<file path="config.mk">
export PLATFORM = sky130hd
export DESIGN_NAME = omega_network_scheduler_flat
export DESIGN_NICKNAME = d
export VERILOG_FILES = /design/src/rtl/omega_network_scheduler_pkg.sv /design/src/rtl/omega_network_scheduler_if.sv /design/src/rtl/omega_network_scheduler_rr_shift_picker.sv /design/src/rtl/omega_network_scheduler.sv /design/src/flat_wrapper.sv
export SDC_FILE = /design/constraint.sdc
export NUM_CORES = 1
export LEC_CHECK = 0
export BUFFER_PORTS_ARGS = -buffer_cell sky130_fd_sc_hd__buf_2
export CORE_ASPECT_RATIO = 0.75
export CORE_UTILIZATION = 35
export DETAILED_ROUTE_END_ITERATION = 16
export PLACE_DENSITY = 0.54
export SYNTH_ARGS = -nofsm -noshare
export SYNTH_HDL_FRONTEND = slang
export SYNTH_SLANG_ARGS = --single-unit
</file>
<file path="constraint.sdc">
create_clock -name clk -period 3.9 [get_ports clk]
set_clock_uncertainty 0.1 [all_clocks]
set_input_delay 0.78 -clock clk [delete_from_list [all_inputs] [get_ports clk]]
set_output_delay 0.78 -clock clk [all_outputs]
set_load 0.05 [all_outputs]
</file>
<file path="src/rtl/omega_network_scheduler_pkg.sv">
`default_nettype none
// ============================================================================
// omega_network_scheduler_pkg : shared width helpers for the omega scheduler
// Revision: 1.0
// ============================================================================
package omega_network_scheduler_pkg;

  localparam int DEFAULT_IN_PORTS = 8;

  // Minimum of one bit so a 2-port network still has a control bit.
  function automatic int clog2_ports(input int n);
    int w;
    w = 1;
    for (int k = 1; k < 31; k++) begin
      if ((1 << k) < n) begin
        w = k + 1;
      end
    end
    return w;
  endfunction

  localparam int DEFAULT_ADDR_WIDTH = clog2_ports(DEFAULT_IN_PORTS);

endpackage
`default_nettype wire

</file>
<file path="src/rtl/omega_network_scheduler_if.sv">
`default_nettype none
// ============================================================================
// omega_network_scheduler_if : requester/network bundle around the scheduler
// Revision: 1.0
// ============================================================================
interface omega_network_scheduler_if
  import omega_network_scheduler_pkg::*;
#(
  parameter int IN_PORTS         = DEFAULT_IN_PORTS,
  parameter int ADDR_WIDTH_PORTS = clog2_ports(IN_PORTS)
);
  logic [0:IN_PORTS-1]                  req_valid;
  logic [IN_PORTS*ADDR_WIDTH_PORTS-1:0] req_dest;
  logic                                 stall;
  logic [0:IN_PORTS-1]                  push;
  logic [ADDR_WIDTH_PORTS-1:0]          control;
  logic [0:IN_PORTS-1]                  grant;
  logic                                 busy;

  modport master (
    output req_valid, req_dest, stall,
    input  push, control, grant, busy
  );

  modport slave (
    input  req_valid, req_dest, stall,
    output push, control, grant, busy
  );
endinterface
`default_nettype wire

</file>
<file path="src/rtl/omega_network_scheduler_rr_shift_picker.sv">
`default_nettype none
// ============================================================================
// rr_shift_picker : first set candidate at or after start, wrapping mod IN_PORTS
// Revision: 1.0
// ============================================================================
module rr_shift_picker
  import omega_network_scheduler_pkg::*;
#(
  parameter int IN_PORTS         = DEFAULT_IN_PORTS,
  parameter int ADDR_WIDTH_PORTS = clog2_ports(IN_PORTS)
) (
  input  logic [IN_PORTS-1:0]         candidates,
  input  logic [ADDR_WIDTH_PORTS-1:0] start,
  output logic [ADDR_WIDTH_PORTS-1:0] sel,
  output logic                        any_candidate
);

  logic [ADDR_WIDTH_PORTS-1:0] w_idx;

  always_comb begin
    sel           = '0;
    any_candidate = 1'b0;
    w_idx         = '0;
    for (int k = 0; k < IN_PORTS; k++) begin
      w_idx = start + ADDR_WIDTH_PORTS'(k);
      if (!any_candidate && candidates[w_idx]) begin
        sel           = w_idx;
        any_candidate = 1'b1;
      end
    end
  end

endmodule
`default_nettype wire

</file>
<file path="src/rtl/omega_network_scheduler.sv">
`default_nettype none
// ============================================================================
// omega_network_scheduler : round-robin rotation-shift arbiter for omega_network_ff
// Revision: 1.0
// ============================================================================
module omega_network_scheduler
  import omega_network_scheduler_pkg::*;
#(
  parameter int IN_PORTS         = DEFAULT_IN_PORTS,
  parameter int ADDR_WIDTH_PORTS = clog2_ports(IN_PORTS)
) (
  input  logic                      clk,
  input  logic                      rst_n,
  omega_network_scheduler_if.slave  bus
);

  logic [0:IN_PORTS-1]         r_push;
  logic [ADDR_WIDTH_PORTS-1:0] r_control;
  logic [ADDR_WIDTH_PORTS-1:0] r_last_shift;
  logic                        r_busy;

  logic [0:IN_PORTS-1]         w_eff;
  logic [0:IN_PORTS-1]         w_issue;
  logic [ADDR_WIDTH_PORTS-1:0] w_need [IN_PORTS];
  logic [IN_PORTS-1:0]         w_cand;
  logic [ADDR_WIDTH_PORTS-1:0] w_start;
  logic [ADDR_WIDTH_PORTS-1:0] w_sel;
  logic                        w_any;

  // Port granted this cycle is masked so a one-cycle-late drop is not re-granted.
  assign w_eff   = bus.req_valid & ~r_push;
  assign w_start = r_last_shift + 1'b1;

  generate
    for (genvar g = 0; g < IN_PORTS; g++) begin : g_need
      assign w_need[g] = bus.req_dest[(g+1)*ADDR_WIDTH_PORTS-1 -: ADDR_WIDTH_PORTS]
                         - ADDR_WIDTH_PORTS'(g);
    end
  endgenerate

  always_comb begin
    w_cand = '0;
    for (int i = 0; i < IN_PORTS; i++) begin
      if (w_eff[i]) begin
        w_cand[w_need[i]] = 1'b1;
      end
    end
  end

  rr_shift_picker #(
    .IN_PORTS         (IN_PORTS),
    .ADDR_WIDTH_PORTS (ADDR_WIDTH_PORTS)
  ) u_picker (
    .candidates    (w_cand),
    .start         (w_start),
    .sel           (w_sel),
    .any_candidate (w_any)
  );

  always_comb begin
    w_issue = '0;
    for (int i = 0; i < IN_PORTS; i++) begin
      w_issue[i] = w_eff[i] && (w_need[i] == w_sel);
    end
  end

  always_ff @(posedge clk or negedge rst_n) begin
    if (!rst_n) begin
      r_push       <= '0;
      r_control    <= '0;
      r_last_shift <= '1;
      r_busy       <= 1'b0;
    end else begin
      r_busy <= |w_eff;
      if (!bus.stall && w_any) begin
        r_push       <= w_issue;
        r_control    <= w_sel;
        r_last_shift <= w_sel;
      end else begin
        r_push <= '0;
      end
    end
  end

  assign bus.push    = r_push;
  assign bus.grant   = r_push;
  assign bus.control = r_control;
  assign bus.busy    = r_busy;

endmodule
`default_nettype wire

</file>
<file path="src/flat_wrapper.sv">
// flat-port wrapper written by rule: the top's interface ports become plain ports
module omega_network_scheduler_flat import omega_network_scheduler_pkg::*;
#(
  parameter int IN_PORTS         = DEFAULT_IN_PORTS,
  parameter int ADDR_WIDTH_PORTS = clog2_ports(IN_PORTS)
)
  (clk, rst_n, bus_req_valid, bus_req_dest, bus_stall, bus_push, bus_control, bus_grant, bus_busy);
  omega_network_scheduler_if #(.IN_PORTS(IN_PORTS), .ADDR_WIDTH_PORTS(ADDR_WIDTH_PORTS)) bus_i ();
  input  logic clk;
  input  logic rst_n;
  input wire logic [$bits(bus_i.req_valid)-1:0] bus_req_valid;
  input wire logic [$bits(bus_i.req_dest)-1:0] bus_req_dest;
  input wire logic [$bits(bus_i.stall)-1:0] bus_stall;
  output wire logic [$bits(bus_i.push)-1:0] bus_push;
  output wire logic [$bits(bus_i.control)-1:0] bus_control;
  output wire logic [$bits(bus_i.grant)-1:0] bus_grant;
  output wire logic [$bits(bus_i.busy)-1:0] bus_busy;
  assign bus_i.req_valid = bus_req_valid;
  assign bus_i.req_dest = bus_req_dest;
  assign bus_i.stall = bus_stall;
  assign bus_push = bus_i.push;
  assign bus_control = bus_i.control;
  assign bus_grant = bus_i.grant;
  assign bus_busy = bus_i.busy;
  omega_network_scheduler #(.IN_PORTS(IN_PORTS), .ADDR_WIDTH_PORTS(ADDR_WIDTH_PORTS)) u_core (.clk(clk), .rst_n(rst_n), .bus(bus_i));
endmodule
</file>
==> impl_metrics.tcl <==
set metrics [dict create \
    yosysWarnings 0 \
    violations "negative setup slack" \
    critical-path-slowest-cell "nor4_4" \
    wl_per_cell_um 18.7 \
    fillCellCount 663 \
    start_kind "primary input" \
    cts_root_buffer "clkbuf_8" \
    netlist-cell-type-count 82 \
    yosysSeqAreaShare 0.136 \
    dpl.hpwl_um 8340 \
    hold_viol_final 0 \
    run_status "complete, but fails checks" \
    numClockSinks 15 \
    insertion_delay_ns 0.26 \
    fp.dieH_um 79.4 \
    syn_inst 326 \
    die_w_um 105 \
    ant_nets 0 \
    initial_utilization 0.371 \
    max-slew-margin-rel 0.459 \
    required_ns 3.96 \
    cap_violations 0 \
    synth_fp_nets 375 \
    yosysTopAreaCell "dfrtp_1" \
    grtUsageTotal 0.259 \
    avgSynthCellArea_um2 8.58 \
    slew_violations 0 \
    finalSetupViolations 11 \
    drc_errors 0 \
    period_minus_slack_ns 4.01 \
    cts.path.max_buffers 2 \
    final_cells 574 \
    hold_path_class "primary input to async pin" \
    setup_tns_ns -0.509 \
    synth_edf_count 0 \
    io_pins 55 \
    min_period_over_period 1.03 \
    syn_area_mm2 0.00280 \
    cpMostUsedCell "buf_4" \
    grt_first_pass_wirelength_um 16800 \
    post-route-worst-setup-slack_ns -0.110 \
    clock.fmax_mhz 249 \
    grt_pass1_vias 3093 \
    dieArea_mm2 0.00836 \
    routed_wl_um 10700 \
    core_area_mm2 0.00753 \
    io_buffers 54 \
    synthTopCellsByArea "dfrtp_1, xnor2_1, ha_1, nor4_2, xor2_1" \
    holdWs_ns 0.322 \
    critPathBufInv 4 \
    gp_congestion 0.920 \
    crit_path_end_kind "flop" \
    rows 27 \
    cts_tree "yes" \
    area_delta_synth_final_pct 63.8 \
    rsz0062_at_grt "yes" \
    dp.cells 556 \
    via_per_inst 5.76 \
    synthArstFlopShare 1.00 \
    globalRouteOverflowTotal 0 \
    synth_top_flop_cell "dfrtp_1" \
    grt_max_degree 16 \
    critPathTopFamily "simple AND/OR/NAND/NOR gates" \
    path_clk_slew_ns 0.08 \
    final_layout_size_suffix_gt1_frac 0.560 \
    cts_made_buffers 3 \
    netlist.area_leader.share 0.107 \
    first_iter_violations 240 \
    ys_ff_latch 15 \
    fin_nets 523 \
    diodes 0 \
    cp.arrival_ns 4.07 \
    crit_fanout 5 \
    htree_levels 1 \
    worst_pin_slew_ns 0.806 \
    path_class "primary input to flop" \
    critPathMaxStageDelay_ns 0.40 \
    cp_cell_sequence "buf_2 -> ha_4 -> xor2_2 -> buf_4 -> a22o_1 -> nor4_4 -> o22ai_2 -> nor2b_4 -> a211oi_4 -> buf_4 -> and4_4 -> nand2_4 -> o211ai_2 -> o211ai_4 -> buf_12 -> xnor2_2 -> nor4_2" \
    dr.pass1.iters 5 \
    vias 3309 \
    antenna_found_initial 0 \
]
layer usage:
| layer | wire length, µm | GRT usage | part of all wire |
|---|---|---|---|
| met2 | 4430 | 0.375 | 0.41 |
| met4 | 40 | 0.0352 | 0.0037 |
| met3 | 740 | 0.0229 | 0.069 |
| met1 | 5500 | 0.413 | 0.51 |
| met5 | 0 | 0 | 0 |
per-stage QoR:
step	worst slack, ns	util	area [µm²]
after global routing	-0.235	0.608	4580
after global placement	-0.607	0.530	4000
after detailed placement	-0.574	0.530	4000
final	-0.110	0.608	4580
after CTS	-0.0420	0.575	4330
after floorplan	0.00551	-	3030
state kept, by name (all words and copies together) (netlist names):
| signal | cells |
|---|---|
| u_core.r_last_shift | 3 |
| u_core.bus.control | 3 |
| u_core.bus.busy | 1 |
| u_core.bus.grant | 8 |
logic make-up after synthesis:
kind of cell / count (synthesis) / synth area share
multiplexers: 9 / 0.0362
buffers and inverters: 28 / 0.0577
adder cells (fa/ha/maj): 14 / 0.0626
XOR/XNOR: 33 / 0.106
AND/OR/NAND/NOR: 128 / 0.305
flip-flops: 15 / 0.136
AO/OA/AOI/OAI: 99 / 0.297
area by class of cell:
cell class	count	area, µm²	area share
Timing Repair Buffer	160	1140	0.248
Clock buffer	4	45.0	0.00983
Multi-Input combinational cell	283	2850	0.622
Sequential cell	15	379	0.0827
Inverter	11	43.8	0.00956
Tap cell	101	126	0.0276
synthesized netlist by cell type, types with 4 or more instances:
library cell	count
a22o_1	10
a32o_1	5
mux2_2	4
a21oi_1	7
nand2_1	23
nor3_1	10
o22ai_1	15
o21ai_0	8
nor2_1	24
ha_1	14
inv_1	11
nor4_2	10
xnor2_1	21
nand4b_1	4
xor2_1	11
nor2b_1	10
a22oi_1	7
dfrtp_1	12
nor4bb_1	4
nand2b_1	8
a21o_1	5
buf_4	8
cell usage in the layout (no fill, tap or decap), types with 8 or more instances in the layout:
| master | netlist | routed |
|---|---|---|
| a22o_1 | 10 | 10 |
| buf_2 | 3 | 52 |
| buf_4 | 8 | 97 |
| buf_6 | 3 | 8 |
| dfrtp_1 | 12 | 12 |
| ha_1 | 14 | 10 |
| inv_1 | 11 | 8 |
| nand2_1 | 23 | 22 |
| nor2_1 | 24 | 19 |
| nor2b_1 | 10 | 9 |
| o22ai_1 | 15 | 8 |
| xnor2_1 | 21 | 14 |
path summary, 6_finish.rpt:
kind / startpoint / endpoint / slack (ns) / cells past startpoint
max: bus_req_dest[21] / u_core.bus.grant[0] / -0.11 / 17
min: rst_n / u_core.bus.grant[6] / 0.32 / 1
max in group asynchronous: rst_n / u_core.r_last_shift[0] / 3.05 / 1
max reg2reg: u_core.bus.grant[4] / u_core.bus.grant[0] / 0.06 / 14
min reg2reg: u_core.bus.control[1] / u_core.bus.control[1] / 0.38 / 1
min in group clk: u_core.bus.control[1] / u_core.bus.control[1] / 0.38 / 1
repair_timing:
action	in CTS	in global routing
endpoints found under the setup margin	14	14
endpoints found under the hold margin	0	0
cloned	1	0
resized for setup	37	41
setup buffers	7	6
hold buffers	0	0
pin swaps	24	27
Power is not shown: default switching activity piles up to over one toggle a cycle in this logic, so the estimate is an artifact.
